$ cat config.mk
export PLATFORM = sky130hd
export DESIGN_NAME = lsu_mem_ctrl
export DESIGN_NICKNAME = d
export VERILOG_FILES = /design/src/rtl/lsu_mem_ctrl.sv
export SDC_FILE = /design/constraint.sdc
export NUM_CORES = 1
export LEC_CHECK = 0
export BUFFER_PORTS_ARGS = -buffer_cell sky130_fd_sc_hd__buf_2
export CAP_MARGIN = 20
export CELL_PAD_IN_SITES_DETAIL_PLACEMENT = 1
export CELL_PAD_IN_SITES_GLOBAL_PLACEMENT = 2
export CORE_MARGIN = 2
export CORE_UTILIZATION = 30
export CTS_CLUSTER_SIZE = 24
export DETAILED_ROUTE_END_ITERATION = 12
export GPL_ROUTABILITY_DRIVEN = 0
export GPL_TIMING_DRIVEN = 0
export PLACE_DENSITY = 0.79
export SLEW_MARGIN = 0
export SYNTH_ARGS = -nofsm -noshare
export SYNTH_HDL_FRONTEND = slang
export SYNTH_SLANG_ARGS = --single-unit
export TNS_END_PERCENT = 100
$ cat constraint.sdc
create_clock -name clk -period 2.11 [get_ports clk]
set_clock_uncertainty 0.05 [all_clocks]
set_input_delay 0.3165 -clock clk [delete_from_list [all_inputs] [get_ports clk]]
set_output_delay 0.3165 -clock clk [all_outputs]
set_load 0.03 [all_outputs]
$ cat src/rtl/lsu_mem_ctrl.sv
// rtl/lsu_mem_ctrl.sv - load/store initiator: base+offset addressing, range check, strobed 64x16 memory access, valid/ready response
module lsu_mem_ctrl #(
  parameter int DATA_W = 16,
  parameter int ADDR_W = 6,
  parameter int TAG_W  = 3
) (
  input  logic              clk,
  input  logic              rst,
  input  logic              req_valid,
  output logic              req_ready,
  input  logic              req_we,
  input  logic [DATA_W-1:0] req_base,
  input  logic [ADDR_W-1:0] req_offset,
  input  logic [DATA_W-1:0] req_wdata,
  input  logic [TAG_W-1:0]  req_tag,
  output logic              rsp_valid,
  input  logic              rsp_ready,
  output logic [DATA_W-1:0] rsp_rdata,
  output logic [TAG_W-1:0]  rsp_tag,
  output logic              rsp_err,
  output logic              mem_wr_en,
  output logic              mem_rd_en,
  output logic [ADDR_W-1:0] mem_address,
  output logic [DATA_W-1:0] mem_wdata,
  input  logic [DATA_W-1:0] mem_rdata,
  output logic [7:0]        err_count
);

  typedef enum logic [2:0] {
    IDLE,
    WRITE,
    READ,
    CAPTURE,
    RESP
  } state_t;

  state_t            state;
  state_t            state_nxt;
  logic [DATA_W-1:0] ea;
  logic              ea_err;
  logic              accept;

  // Effective address wraps modulo 2^DATA_W; any bit above the word address is out of range.
  assign ea        = req_base + {{(DATA_W-ADDR_W){req_offset[ADDR_W-1]}}, req_offset};
  assign ea_err    = |ea[DATA_W-1:ADDR_W];
  assign accept    = (state == IDLE) && req_valid;
  assign req_ready = (state == IDLE);
  assign rsp_valid = (state == RESP);

  always_ff @(posedge clk or posedge rst) begin
    if (rst) begin
      state <= IDLE;
    end else begin
      state <= state_nxt;
    end
  end

  always_comb begin
    state_nxt = state;
    case (state)
      IDLE: begin
        if (req_valid) begin
          if (ea_err) begin
            state_nxt = RESP;
          end else if (req_we) begin
            state_nxt = WRITE;
          end else begin
            state_nxt = READ;
          end
        end
      end
      WRITE:   state_nxt = RESP;
      READ:    state_nxt = CAPTURE;
      CAPTURE: state_nxt = RESP;
      RESP: begin
        if (rsp_ready) begin
          state_nxt = IDLE;
        end
      end
      default: state_nxt = IDLE;
    endcase
  end

  // Strobes are registered at accept so the memory never sees a combinational path from req_*.
  always_ff @(posedge clk or posedge rst) begin
    if (rst) begin
      mem_wr_en   <= 1'b0;
      mem_rd_en   <= 1'b0;
      mem_address <= '0;
      mem_wdata   <= '0;
      rsp_rdata   <= '0;
      rsp_tag     <= '0;
      rsp_err     <= 1'b0;
      err_count   <= '0;
    end else begin
      mem_wr_en <= accept && !ea_err && req_we;
      mem_rd_en <= accept && !ea_err && !req_we;
      if (accept) begin
        rsp_tag   <= req_tag;
        rsp_err   <= ea_err;
        rsp_rdata <= '0;
        if (!ea_err) begin
          mem_address <= ea[ADDR_W-1:0];
        end
        if (!ea_err && req_we) begin
          mem_wdata <= req_wdata;
        end
        if (ea_err && (err_count != 8'hFF)) begin
          err_count <= err_count + 8'd1;
        end
      end
      if (state == CAPTURE) begin
        rsp_rdata <= mem_rdata;
      end
    end
  end

endmodule

# Word level (Yosys, flattened, before mapping)
# Cells that the tools add are included.
# word_totals
out_inout_bits	54
ff_bits	55
# op_classes
n_reduce_logical	16
add_sub_neg	2
n_eq_ne	7
n_mux	7
bitwise_logic	1
# op_table
cell	n
$mux 16	2
$add 16x16->16	1
$pmux 3 s4	1
$reduce_or 10->1	1
$mux 3	3
$add 8x1->8 const B	1
$ne 8x8->1 const B	1
$reduce_and 2->1	4
$eq 3x2->1 const B	2
$logic_and 1x1->1	6
$eq 3x1->1 const B	1
$eq 3x3->1 const B	1
$logic_not 3->1	1
$logic_not 1->1	2
$mux 2	1
$ne 2x1->1 const B	1
$ne 2x2->1 const B	1
$reduce_bool 2->1	1
$reduce_or 2->1	1
$not 1->1	1

# Longest topological paths before layout
# Gate-level depths: netlist of run 1.
# depth
depth_word	5
mapped_depth	15
ltp_nobuf	12

# Worst setup path before layout of run 1
# No wires, ideal clock.
# synth_path
kind	in2reg
from	input port req_base[0]
to	register mem_wdata[0]
arrival_ns	2.880
required_ns	1.935
setup_slack_ns	-0.945
setup_ns	0.125
path_stages	15
cell_sequence	ha_1 -> inv_1 -> fa_1 -> nand2b_1 -> a21oi_1 -> o31ai_1 -> and4_1 -> a31oi_1 -> and4bb_1 -> and3_1 -> buf_6 -> and3_4 -> buf_6 -> buf_12 -> mux2_4
# synth_between
elab_chain_len	5
# synth_rtl
element	line	rtl
from (decl)	12	input logic [DATA_W-1:0] req_base,
$add 16x16->16	44	assign ea = req_base + {{(DATA_W-ADDR_W){req_offset[ADDR_W-1]}}, req_offset};
$reduce_or 10->1	45	assign ea_err = |ea[DATA_W-1:ADDR_W];
$logic_not 1->1	105	if (!ea_err && req_we) begin
$logic_and 1x1->1	105	
$reduce_and 2->1 (no line)	--	
to (signal assigned)	106	mem_wdata <= req_wdata;
to (decl)	24	output logic [DATA_W-1:0] mem_wdata,
# No other way between the ends.
# A chain may end at the register's enable or synchronous reset.

# Final worst setup path of run 1
# Same ends and word-level chain as after synthesis.

==> out/results.ini, run 1 <==
[cells_and_area]
nFillCells=1117
area_growth_pct=47.9
fin_util_pct=46.1
drive_gt1_share_pct=54.8
final_common_cell=buf_2
antennaDiodeCount=0
mostFrequentLayoutCells=buf_2, dfrtp_1, a22o_1, mux2_4, nor2_1
num-nets-final=495

[floorplan]
pin_count=116
die_y_um=105
placeableCoreArea_um2=9860
initial_utilization_pct=31.2
die_area_um2=11100
row_count=36
die_w_um=105

[synthesis]
synthArstFlopShare_pct=100
synth_seq_cells=55
synth_area_per_cell_um2=11.2
ys.warnings.count=0
synth_ff_type=dfrtp_1
ys_types=53
synth_area_um2=3070
synth-edff-count=0
yosysSeqAreaShare_pct=44.8
synth_nets=353
syn_inst=274

[placed_design]
port_buffers=115
dp_hpwl_um=6430

[timing]
period_minus_slack_ps=2750
fin_hold_ws_ps=7.20
period_share_pct=130
fin_ws_ps=-640
tightest_slew_ps=628
hold_viol_final=0
drv_slew=0
finalSetupViolations=35
rsz0062_at_grt=true
slew_headroom_pct=58.0
max_freq_ghz=0.364

[worst_setup_path]
path_class=in2reg
cp.required_ps=2260
cp.arrival_ps=2900
timing.rr.start=err_count[0]$_DFFE_PP0P_
start_kind=input pin
cp-startpoint=req_base[0]
endpoint=mem_wdata[0]$_DFFE_PP0P_
worstRegToRegCells=5
r2r_slack_ps=-20
end_kind=flop
r2r_end=err_count[1]$_DFFE_PP0P_
crit_fanout=5

[run]
drv_cap=0

[detailed_routing]
wl_met3_um=360
drtPass1Iterations=4
route.detailed.vias_per_inst=4.94
met2_length_um=4550
ant_nets=0
wl_per_cell_um=16.0
via_count=2712
initialDrtViolationCount=93
highest_layer=met4
drc=0
wl_met1_um=3810
wl_um=8790

[clock_network]
clk_pin_slew_ps=90
cts_root_buffer=clkbuf_8
clockBufferDepth=2
cts_tree=done
cts.sinks=55
cts_buffers=5
insertion_delay_ps=310
ctsHtreeMaxLevel=2

[hold_path]
min_path_type=in2async

[power]
leakage_nw=2.22
ir_drop_v=0.000319
finalPower_mw=2.88
cellPowerDensity_nw_per_um2=634

[status]
violations=setup timing
status=finished with violations

[global_route]
antenna_found_initial=0
grt_first_pass_wirelength_um=14400
gr-total-overflow=0
groute.usage.overall_pct=16.1
grt_pass1_vias=2894
grt_max_degree=30

[flip-flops by register name, indices dropped and copies added, names as in the netlist]
name,flops
mem_address,6
err_count,8
rsp_err,1
rsp_rdata,16
state,3
rsp_tag,3
mem_rd_en,1
mem_wr_en,1
mem_wdata,16
[cell type report]
| cell class | instances | area (um^2) | area share, % |
|---|---|---|---|
| multi-input combinational | 195 | 1920 | 42.3 |
| timing repair buffer | 137 | 836 | 18.4 |
| sequential | 55 | 1380 | 30.3 |
| clock inverter | 2 | 37.5 | 0.826 |
| tap | 133 | 166 | 3.66 |
| buffer | 10 | 92.6 | 2.04 |
| clock buffer | 5 | 68.8 | 1.51 |
| inverter | 12 | 45.0 | 0.991 |
[power breakdown]
| group | switching, mW | total [mW] | internal, mW |
|---|---|---|---|
| Combinational | 0.567 | 0.956 | 0.389 |
| Sequential | 0.0951 | 1.23 | 1.13 |
| Clock | 0.349 | 0.696 | 0.347 |
| Total | 1.01 | 2.88 | 1.87 |
[synthesized netlist by cell type, drive strengths merged (8+ instances only)]
library cell  count  share of area, %
buf               8               2.6
nand3            11               1.8
a22o             16               4.6
a21oi            14               2.6
xnor2             9               2.6
dfrtp            55                45
mux2             25                10
nand2            15               1.9
ha               16               6.5
inv              12               1.5
nor2             17               2.2
xor2             10               2.9
[worst max-delay path: stages]
cell and delay (ps):
buf_6 70, ha_4 130, inv_2 40, fa_2 360, nand2b_4 170, a21oi_4 170
o31ai_4 100, and4_1 190, a31oi_1 160, and4bb_1 240, and3_4 200, and3_4 230
buf_12 120, buf_12 110, mux2_4 300
[per-layer routing]
layer  vias to the layer above  global-route usage, %
met2                        80                   28.3
met1                      1341                   20.4
met3                         5                   2.91
met5                         -                      0
met4                         0                   4.00
li1                       1286                      -
[stage by stage]
step / cells / cell area (um^2) / TNS [ps] / setup slack (ps)
after floorplan: 274 / 3160 / -19090 / -775
after global placement: 522 / 3900 / -58140 / -1290
after detailed placement: 523 / 3920 / -42420 / -1320
after CTS: 545 / 4420 / -18550 / -682
after global routing: 549 / 4540 / -21980 / -748
final: 549 / 4540 / -17470 / -640
[how the worst min path moves through the flow]
| stage | cells past startpoint | endpoint | from |
|---|---|---|---|
| after floorplan | 1 | mem_rd_en$_DFF_PP0_ | req_we |
| after global placement | 1 | err_count[4]$_DFFE_PP0P_ | err_count[4]$_DFFE_PP0P_ |
| after detailed placement | 2 | mem_wdata[15]$_DFFE_PP0P_ | rst |
| after CTS | 2 | mem_wdata[15]$_DFFE_PP0P_ | rst |
| after global routing | 2 | mem_wdata[15]$_DFFE_PP0P_ | rst |
| final | 2 | mem_wdata[2]$_DFFE_PP0P_ | rst |
[kinds of logic (layout without fill, tap and decap cells)]
logic type,Yosys count,after routing,share of synthesized area [%]
fa+ha+maj,17,17,7.17
simple gates,73,73,12.6
flops,55,55,44.8
xor+xnor,19,19,5.42
compound gates,60,60,14.7
mux,26,26,10.7
buf+inv,24,166,4.56
[repair_timing]
action,in CTS,in global routing
gates cloned,1,0
resized for setup,44,29
hold buffers,0,0
pin swaps,22,20
setup buffers,15,6
endpoints found under the hold margin,0,0
setup endpoints to repair,54,46
No activity file was read; power rests on OpenSTA's default activity.
==> run 2: changes to the inputs <==
--- a/config.mk
+++ b/config.mk
@@ -16,6 +16,7 @@
 export GPL_ROUTABILITY_DRIVEN = 0
 export GPL_TIMING_DRIVEN = 0
 export PLACE_DENSITY = 0.79
+export SKIP_CTS_REPAIR_TIMING = 1
 export SLEW_MARGIN = 0
 export SYNTH_ARGS = -nofsm -noshare
 export SYNTH_HDL_FRONTEND = slang
==> run 2 against run 1 <==
  * The run still ends with setup timing left
  * Fmax rose by 1.2%
  * Power barely moved
  * Non-clock buffer count fell by 6
  * Combinational power barely moved
  * Via count fell by 1.2%
  * Largest cell class unchanged
  * Highest routed layer unchanged
==> out/results.ini, run 2 (synthesis gave the netlist of run 1 again) <==
[worst_setup_path]
r2r_end=err_count[1]$_DFFE_PP0P_
cp_slowest_cell=and4bb_1
crit_fanout=8
cp_cell_sequence=buf_2 -> ha_1 -> a21o_1 -> and4_4 -> o211ai_4 -> a2bb2oi_2 -> xnor2_2 -> and4bb_1 -> and3_4 -> and3_4 -> clkbuf_16 -> mux2_4
cp_slowest_stage_delay_ps=310
cp.required_ps=2270
path_class=in2reg
worstRegToRegCells=5
end_kind=flop
timing.rr.start=err_count[0]$_DFFE_PP0P_
start_kind=input pin
r2r_slack_ps=70
cp-startpoint=req_base[1]
path_common_cell=and3_4
cp.arrival_ps=2870

[run]
drv_cap=0

[detailed_routing]
initialDrtViolationCount=79
route.detailed.vias_per_inst=4.94
via_count=2680
drc=0
ant_nets=0
wl_um=8720
drtPass1Iterations=4
wl_per_cell_um=16.0

[timing]
rsz0062_at_grt=true
max_freq_ghz=0.368
fin_hold_ws_ps=5.41
slew_headroom_pct=61.2
drv_slew=0
tightest_slew_ps=581
period_share_pct=129
setup-tns-final_ps=-16460
period_minus_slack_ps=2720
hold_viol_final=0
finalSetupViolations=35
fin_ws_ps=-608

[global_route]
grt_first_pass_wirelength_um=13300
grt_max_degree=30
grt_pass1_vias=2689
antenna_found_initial=0
gr-total-overflow=0
groute.usage.overall_pct=14.9

[status]
status=finished with violations
violations=setup timing

[floorplan]
initial_utilization_pct=31.2
row_count=36
pin_count=116
die_area_um2=11100
die_w_um=105
die_y_um=105
placeableCoreArea_um2=9860

[clock_network]
insertion_delay_ps=310
cts_root_buffer=clkbuf_8
clockBufferDepth=2
cts_tree=done
ctsHtreeMaxLevel=2
cts.sinks=55
clk_pin_slew_ps=100
cts_buffers=5

[cells_and_area]
num-nets-final=489
nFillCells=1118
final-seq-area_um2=1380
final_common_cell=buf_2
mostFrequentLayoutCells=buf_2, dfrtp_1, mux2_4, a22o_1, buf_4
antennaDiodeCount=0
multi_input_area_um2=1930
fin_util_pct=45.3
instances_no_fill=543
drive_gt1_share_pct=53.9
area_growth_pct=45.4
reg_top3=mem_wdata (16), rsp_rdata (16), err_count (8)

[power]
finalPower_mw=2.88
ir_drop_v=0.000234
leakage_nw=2.19
cellPowerDensity_nw_per_um2=644

[placed_design]
dp.cells=523
port_buffers=115
dp_hpwl_um=6430

[hold_path]
min_path_type=in2async

run 2: cell count changes in the layout (fill, tap and decap cells not counted), moves of 2 or more:
cell / delta
nor2_2: +2
buf_6: -8
buf_4: +3
buf_12: -2
run 2: how the worst max path moves through the flow:
stage                                           to  slack, ps  cells after the start
after global placement    mem_wdata[1]$_DFFE_PP0P_      -1290                     15
after global routing      mem_wdata[5]$_DFFE_PP0P_       -690                     14
final                     mem_wdata[1]$_DFFE_PP0P_       -610                     12
after CTS                 mem_wdata[0]$_DFFE_PP0P_       -980                     14
after floorplan           mem_wdata[0]$_DFFE_PP0P_       -780                     15
after detailed placement  mem_wdata[0]$_DFFE_PP0P_      -1320                     14
run 2: report_power, final:
group          switching (mW)  total [mW]  leakage, nW  internal [mW]
combinational           0.559       0.953         1.40          0.394
sequential              0.101        1.23        0.739           1.13
clock                   0.345       0.692       0.0502          0.347
total                    1.00        2.88         2.19           1.87
run 2: critical path, delay by kind of cell:
family	cells	cell delay, ps
xor+xnor	1	160
mux	1	290
fa+ha+maj	1	280
simple gates	4	1000
buf+inv	2	280
compound gates	3	540
run 2: final cells by class:
| cell class | instances | share of cell area, % |
|---|---|---|
| Clock inverter | 2 | 0.840 |
| Buffer | 8 | 1.65 |
| Multi-Input combinational cell | 195 | 43.1 |
| Tap cell | 133 | 3.73 |
| Sequential cell | 55 | 30.8 |
| Inverter | 12 | 1.01 |
| Clock buffer | 5 | 1.54 |
| Timing Repair Buffer | 133 | 17.3 |
run 2: routing by layer:
metal | global-route usage (%) | routed length [um] | part of all wire [%]
met1 | 19.1 | 3900 | 45
met4 | 4.29 | 97 | 1.1
met3 | 2.72 | 339 | 3.9
met2 | 25.5 | 4370 | 50
met5 | 0 | 0 | 0
run 2: per-stage QoR:
step                      area, um^2  worst slack, ps
after CTS                       4030             -979
after detailed placement        3920            -1320
after global placement          3900            -1290
final                           4470             -608
after floorplan                 3160             -775
after global routing            4470             -691
